### src/rtl/spike_input_scheduler.sv
// Round-robin scheduler that funnels weighted spike events from NUM_SRC sources
// into a single registered neuron drive, with stall/drop blocking and saturating stats.
module spike_input_scheduler #(
    parameter int DATA_LENGTH = 32,
    parameter int NUM_SRC     = 4,
    parameter int BLOCK_MODE  = 0,
    parameter int CNT_WIDTH   = 16,
    localparam int IDW        = $clog2(NUM_SRC)
) (
    input  logic                           i_clk,
    input  logic                           i_rst,
    input  logic [NUM_SRC-1:0]             i_valid,
    input  logic [NUM_SRC*DATA_LENGTH-1:0] i_weight,
    output logic [NUM_SRC-1:0]             o_ready,
    input  logic                           i_block,
    input  logic                           i_clear_cnt,
    output logic [DATA_LENGTH-1:0]         o_spike_drive,
    output logic                           o_drive_valid,
    output logic [IDW-1:0]                 o_grant_id,
    output logic [CNT_WIDTH-1:0]           o_event_cnt,
    output logic [CNT_WIDTH-1:0]           o_drop_cnt
);

    localparam int CW = IDW + 1;
    localparam logic [CW-1:0]        NSRC    = CW'(NUM_SRC);
    localparam logic [IDW-1:0]       LAST    = IDW'(NUM_SRC - 1);
    localparam logic [CNT_WIDTH-1:0] CNT_MAX = {CNT_WIDTH{1'b1}};

    logic [IDW-1:0]         ptr_q, ptr_d;
    logic [DATA_LENGTH-1:0] spikeDrive_q, spikeDrive_d;
    logic                   driveValid_q, driveValid_d;
    logic [IDW-1:0]         grantId_q, grantId_d;
    logic [CNT_WIDTH-1:0]   eventCnt_q, eventCnt_d;
    logic [CNT_WIDTH-1:0]   dropCnt_q, dropCnt_d;

    logic [CW-1:0]  cand;
    logic [IDW-1:0] grantIdx;
    logic           found;
    logic           allowGrant;
    logic           xfer;
    logic           deliver;
    logic           drop;

    // Wrapping search from the pointer; the first valid source wins.
    always_comb begin
        cand     = '0;
        grantIdx = '0;
        found    = 1'b0;
        for (int i = 0; i < NUM_SRC; i++) begin
            cand = {1'b0, ptr_q} + CW'(i);
            if (cand >= NSRC) begin
                cand = cand - NSRC;
            end
            if (!found && i_valid[cand[IDW-1:0]]) begin
                found    = 1'b1;
                grantIdx = cand[IDW-1:0];
            end
        end
    end

    assign allowGrant = !i_rst && !((BLOCK_MODE == 0) && i_block);
    assign xfer       = found && allowGrant;
    assign deliver    = xfer && !i_block;
    assign drop       = xfer && i_block;
    assign o_ready    = xfer ? (NUM_SRC'(1) << grantIdx) : '0;

    always_comb begin
        ptr_d        = ptr_q;
        spikeDrive_d = '0;
        driveValid_d = 1'b0;
        grantId_d    = grantId_q;
        eventCnt_d   = eventCnt_q;
        dropCnt_d    = dropCnt_q;
        if (xfer) begin
            ptr_d = (grantIdx == LAST) ? '0 : grantIdx + IDW'(1);
        end
        if (deliver) begin
            spikeDrive_d = i_weight[int'(grantIdx)*DATA_LENGTH +: DATA_LENGTH];
            driveValid_d = 1'b1;
            grantId_d    = grantIdx;
        end
        // Clear wins over a same-cycle increment.
        if (i_clear_cnt) begin
            eventCnt_d = '0;
            dropCnt_d  = '0;
        end else begin
            if (deliver && eventCnt_q != CNT_MAX) begin
                eventCnt_d = eventCnt_q + CNT_WIDTH'(1);
            end
            if (drop && dropCnt_q != CNT_MAX) begin
                dropCnt_d = dropCnt_q + CNT_WIDTH'(1);
            end
        end
    end

    always_ff @(posedge i_clk) begin
        if (i_rst) begin
            ptr_q        <= '0;
            spikeDrive_q <= '0;
            driveValid_q <= 1'b0;
            grantId_q    <= '0;
            eventCnt_q   <= '0;
            dropCnt_q    <= '0;
        end else begin
            ptr_q        <= ptr_d;
            spikeDrive_q <= spikeDrive_d;
            driveValid_q <= driveValid_d;
            grantId_q    <= grantId_d;
            eventCnt_q   <= eventCnt_d;
            dropCnt_q    <= dropCnt_d;
        end
    end

    assign o_spike_drive = spikeDrive_q;
    assign o_drive_valid = driveValid_q;
    assign o_grant_id    = grantId_q;
    assign o_event_cnt   = eventCnt_q;
    assign o_drop_cnt    = dropCnt_q;

endmodule

### config.mk
export PLATFORM = sky130hd
export DESIGN_NAME = spike_input_scheduler
export DESIGN_NICKNAME = d
export VERILOG_FILES = /design/src/rtl/spike_input_scheduler.sv
export SDC_FILE = /design/constraint.sdc
export NUM_CORES = 1
export LEC_CHECK = 0
export CORE_ASPECT_RATIO = 1.25
export CORE_UTILIZATION = 36
export DETAILED_ROUTE_END_ITERATION = 8
export PLACE_DENSITY = 0.86
export SYNTH_ARGS = -nofsm -noshare
export SYNTH_HDL_FRONTEND = slang
export SYNTH_SLANG_ARGS = --single-unit
### constraint.sdc
create_clock -name i_clk -period 2.42 [get_ports i_clk]
set_clock_uncertainty 0.05 [all_clocks]
set_input_delay 0.484 -clock i_clk [delete_from_list [all_inputs] [get_ports i_clk]]
set_output_delay 0.484 -clock i_clk [all_outputs]
set_load 0.02 [all_outputs]
-- After elaboration in Yosys (flattened, before gate mapping)
Cells that the tools add are included.
- bits in registers: 69
- word-level logic and storage cells: 69
- $add $sub $neg: 10
- order comparisons: 8
- equality and inequality tests: 3
- shift operators: 2
- muxes and demuxes: 23
- bitwise gates (word level): 1
- reductions and logical operators: 16
- operator list (cell ; number):
    variable part select 128 x 8 -> 32 bit ; 1
    adder 16 x 1 -> 16 bit, second input constant ; 2
    inequality test 16 bit, second input constant ; 2
    2-to-1 mux 2 bit ; 9
    less-than comparator 2 x 3 -> 1 bit, second input constant ; 4
    >= comparator 3 bit, second input constant ; 3
    logical AND 1 bit ; 9
    2-to-1 mux 1 bit ; 9
    binary-select mux 1 bit (select 2 bit) ; 4
    subtractor 2 x 1 -> 2 bit, second input constant ; 4
    adder 2 x 2 -> 3 bit, second input constant ; 2
    zero test 1 bit ; 5
    2-to-1 mux 4 bit ; 1
    OR reduction 2 bit ; 2
    << shifter 1 x 2 -> 4 bit, first input constant ; 1
    adder 2 x 1 -> 3 bit, second input constant ; 1
    >= comparator 2 x 3 -> 1 bit, second input constant ; 1
    adder 2 x 1 -> 2 bit, second input constant ; 1
    == test 2 bit, second input constant ; 1
    inverter 1 bit ; 1

-- Logic depth before layout (Yosys ltp)
Gate-level depths: netlist of run 1.
- depth in word-level cells: 18
- depth in mapped cells: 8
- gate-level depth less buffers: 6

-- Worst setup path before layout of run 1
OpenSTA, ideal clock, no wires.
- kind: input port to output port
- start: input port i_valid[2]
- end: output port o_ready[1]
- arrival: 1.692 ns
- data required time: 1.886 ns
- path slack: 0.194 ns
- stages on the path: 6
- path buffers: 1
- cell sequence: nor2b_1 nor3b_1 a2bb2oi_2 nand2_2 buf_2 nor2_1
- longest elaborated chain between the ends: 14
- ends and longest elaborated chain (what ; line ; RTL):
    from (decl) ; 12 ; input logic [NUM_SRC-1:0] i_valid,
    binary-select mux 1 bit (select 2 bit) ; 54 ; if (!found && i_valid[cand[IDW-1:0]]) begin
    2-to-1 mux 1 bit (implied by the code) ; 54 ;
    2-to-1 mux 1 bit ; 54 ;
    zero test 1 bit ; 54 ;
    logical AND 1 bit ; 54 ;
    2-to-1 mux 1 bit ; 54 ;
    zero test 1 bit ; 54 ;
    logical AND 1 bit ; 54 ;
    2-to-1 mux 1 bit ; 54 ;
    zero test 1 bit ; 54 ;
    logical AND 1 bit ; 54 ;
    2-to-1 mux 2 bit or 2-to-1 mux 1 bit (tied branches) ; 54 ;
    << shifter 1 x 2 -> 4 bit or logical AND 1 bit (tied branches) ; 65, 62 ;
    2-to-1 mux 4 bit (*) ; 65 ; assign o_ready = xfer ? (NUM_SRC'(1) << grantIdx) : '0;
    to (decl) ; 14 ; output logic [NUM_SRC-1:0] o_ready,
Every way passes the cells marked *; elsewhere a longest branch is shown, timed or not. The select of a mux whose other input is x is not followed.

-- Worst setup path in the final report of run 1
- start: input port i_valid[1]
- end: output port o_ready[2]
Same word-level chain as after synthesis.

==> results of run 1 <==
-- cells in the final DEF (no fill, tap or decap), types with 4 or more instances in the layout --
| cell type | count |
|---|---|
| nand2_1 | 10 |
| nand3_1 | 7 |
| nor2_1 | 24 |
| nor3_1 | 4 |
| o22ai_1 | 33 |
| mux2i_1 | 68 |
| and2_1 | 17 |
| buf_4 | 23 |
| clkdlybuf4s50_1 | 198 |
| nor4_1 | 5 |
| dfxtp_1 | 69 |
| dlygate4sd2_1 | 4 |
| clkbuf_8 | 9 |
| nand4_1 | 4 |
| xnor2_1 | 8 |
-- report_power, final --
part	internal [W]	switching, W
Clock	0.000685	0.000433
Combinational	0.000449	0.000322
Sequential	0.00119	0.0000218
-- stage by stage --
| stage | power [W] | util [%] | hold WS (ps) |
|---|---|---|---|
| 4_1_cts | 0.00313 | 67.6 | 416 |
| 3_5_place_dp | 0.00201 | 64.5 | 397 |
| 6_report | 0.00310 | 67.5 | 413 |
| 2_1_floorplan | 0.00160 | - | 466 |
| 3_3_place_gp | 0.00199 | 64.5 | 392 |
| 5_1_grt | 0.00323 | 67.5 | 426 |
-- cell type report --
class | instances | area, µm²
Clock inverter | 6 | 111
Fill cell | 654 | 2680
Clock buffer | 10 | 128
Inverter | 3 | 11.3
Tap cell | 97 | 121
Sequential cell | 69 | 1380
Multi-Input combinational cell | 218 | 1600
Timing Repair Buffer | 229 | 2220
-- routing by layer --
metal | share of wire, % | up-vias
li1 | - | 1570
met1 | 37 | 1553
met2 | 53 | 161
met3 | 7.0 | 28
met4 | 2.9 | 0
met5 | 0 | -
-- final timing paths --
path,startpoint,cells past startpoint,end
min reg2reg,o_drop_cnt[11],1,o_drop_cnt[11]
min,o_drop_cnt[11],1,o_drop_cnt[11]
max reg2reg,ptr_q[0],6,o_spike_drive[29]
max,i_valid[1],8,o_ready[2]
-- what timing repair did --
item | CTS | global route
buffers inserted | 2 | 0
resized for setup | 25 | 1
setup endpoints to repair | 34 | 1
-- sequential cells by signal (all words and copies together), names as in the netlist --
| signal | flops |
|---|---|
| o_drive_valid | 1 |
| ptr_q | 2 |
| o_grant_id | 2 |
| o_event_cnt | 16 |
| o_drop_cnt | 16 |
| o_spike_drive | 32 |
-- worst max-delay path: stages --
cell and delay, ps:
dlygate4sd2_1 240, buf_4 130, or4_4 480, nand2_2 90
inv_2 60, nand2_2 80, nor2_1 40, buf_2 170
-- kinds of logic (layout without fill, tap and decap cells) --
family | count (synthesis) | in the layout | synth area share [%]
buf+inv | 21 | 248 | 3.82
flops | 69 | 69 | 44.9
simple gates | 91 | 91 | 15.6
compound gates | 50 | 50 | 10.9
mux | 68 | 68 | 22.1
fa+ha+maj | 1 | 1 | 0.407
xor+xnor | 8 | 8 | 2.28
==> impl_results.rst, run 1 <==
.. list-table::
   :header-rows: 1

   * - Metric
     - Value
   * - Global-route wire length before repair
     - 15.9 mm
   * - Area overhead of the layout relative to synthesis
     - 80.8%
   * - Count of endpoints failing hold in the final timing report
     - 0
   * - Leading area contributor after synthesis
     - dfxtp_1
   * - Root cell of the clock tree
     - clkbuf_8
   * - Ratio of cells with drive above 1 in the final layout
     - 9.72%
   * - Summed instance area of the synthesized netlist
     - 3080 µm²
   * - Reg clk slew, reported paths
     - 80 ps
   * - Count of inserted antenna diode cells
     - 0
   * - Non-filler cells, final
     - 632
   * - Detailed-route vias per instance
     - 5.24
   * - Cell types occupying the most area after synthesis
     - dfxtp_1 (45%), mux2i_1 (22%), o22ai_1 (6.7%), and2_1 (3.5%), nor2_1 (2.9%)
   * - Final cycle utilization of the critical path
     - 95.7%
   * - Last weighted congestion value of the routability-driven placer
     - 0.950
   * - Area after detailed placement
     - 5310 µm²
   * - Path type of the worst setup path
     - input pin to output pin
   * - Clock tree buffer depth
     - 2
   * - Global-route met3 utilization
     - 5.56%
   * - Via total after detailed routing
     - 3,312
   * - Number of rows created at floorplan
     - 37
   * - Final wirelength
     - 10.3 mm
   * - Warnings from Yosys
     - 0
   * - Maximum number of pins on one net before global-route repair
     - 61
   * - Average cell area after synthesis
     - 9.99 µm²
   * - Static power due to leakage
     - 2.17 nW
   * - PnR worst setup slack
     - 103 ps
   * - Worst slew margin
     - 46.9%
   * - Cell with the most instances after synthesis
     - dfxtp_1
   * - Share of flip-flops with an asynchronous set or reset after synthesis
     - 0%
   * - Cell count after synthesis
     - 308
   * - Fraction of met1 tracks used by global routing
     - 24.9%
   * - Drt pass-1 iters
     - 7
   * - Min-delay worst type
     - flip-flop to flip-flop
   * - Number of antenna-violating nets in the routed design
     - 0
   * - Wire length per cell after detailed routing
     - 16.2 µm
   * - CP Capture Type
     - output pin
   * - Chip height
     - 105 µm
   * - Core area
     - 8240 µm²
   * - Violations in the final reports
     - design-rule violations
   * - Initial core utilization
     - 37.3%
   * - Post-synthesis net count
     - 445
   * - Placed cell count
     - 614
   * - Die span in x
     - 84.7 µm
   * - # nets final
     - 667
   * - Final max-slew violation count
     - 0
   * - Setup repair after global routing missed its margin
     - no
   * - Area share of the leading cell type in the synthesized netlist
     - 44.9%
   * - Total routing usage reported by global routing
     - 22.9%
   * - Count of boundary I/O pins
     - 207
   * - GR met2 Demand/Resource
     - 42.0%
   * - TritonCTS clock tree
     - done
   * - Cell Pwr Density
     - 557 nW/µm²
   * - Reg2reg setup slack
     - 370 ps
   * - Top cells by count, synth
     - dfxtp_1 (69), mux2i_1 (68), o22ai_1 (33)
   * - WP data arrival
     - 1780 ps
   * - Number of distinct library cells after synthesis
     - 41
   * - CP Max Fanout
     - 3
   * - Fraction of the yosys area taken by sequential cells
     - 44.9%
   * - Type of element launching the critical path
     - input pin
   * - Worst setup slack after placement
     - -620 ps
   * - Top flip-flop cell by instance count after synthesis
     - dfxtp_1
   * - Maximum vdd drop
     - 0.000308 V
   * - Number of antenna violations at the first check in global routing
     - 0
   * - Clock latency on the worst-skew pair
     - 330 ps
   * - CTS Hold Bufs
     - 0
   * - Summed negative setup slack over all endpoints
     - 0 ps
   * - Tightest Pin Transition
     - 790 ps
   * - Busiest layer in global routing
     - met2
   * - CTS buffer count
     - 9
   * - Total Die Area
     - 8920 µm²
   * - Post-synth EDFFs
     - 0
   * - Drt first-iter violations
     - 123
   * - Number of synthesized register bits
     - 69
   * - Count of clock tree sinks
     - 69
   * - Non-Filler Cell Area, Final
     - 5560 µm²
   * - Final setup violation count
     - 0
   * - Estimated wirelength of the detail-placed design
     - 8.12 mm
   * - Max-cap violations
     - 0
   * - Drc violations
     - 9
   * - CTS H-tree lvls
     - 3
   * - Vias in the first global route
     - 3,290
   * - Port buffer count
     - 206
   * - Result of the run
     - complete, but fails checks
   * - Overflow left after global routing
     - 0
   * - Data required time of the critical path
     - 1890 ps
   * - Min Clock Period, post-route
     - 2320 ps
   * - Achievable clock frequency
     - 432 MHz
Note: power is estimated with default switching activity, not from simulation.
==> run 2: changes to the inputs <==
--- a/config.mk
+++ b/config.mk
@@ -7,6 +7,7 @@
 export LEC_CHECK = 0
 export CORE_ASPECT_RATIO = 1.25
 export CORE_UTILIZATION = 36
+export CTS_CLUSTER_DIAMETER = 150
 export DETAILED_ROUTE_END_ITERATION = 8
 export PLACE_DENSITY = 0.86
 export SYNTH_ARGS = -nofsm -noshare
==> results of run 2 <==
Final layout, timing and power as in run 1 (identical DEF).
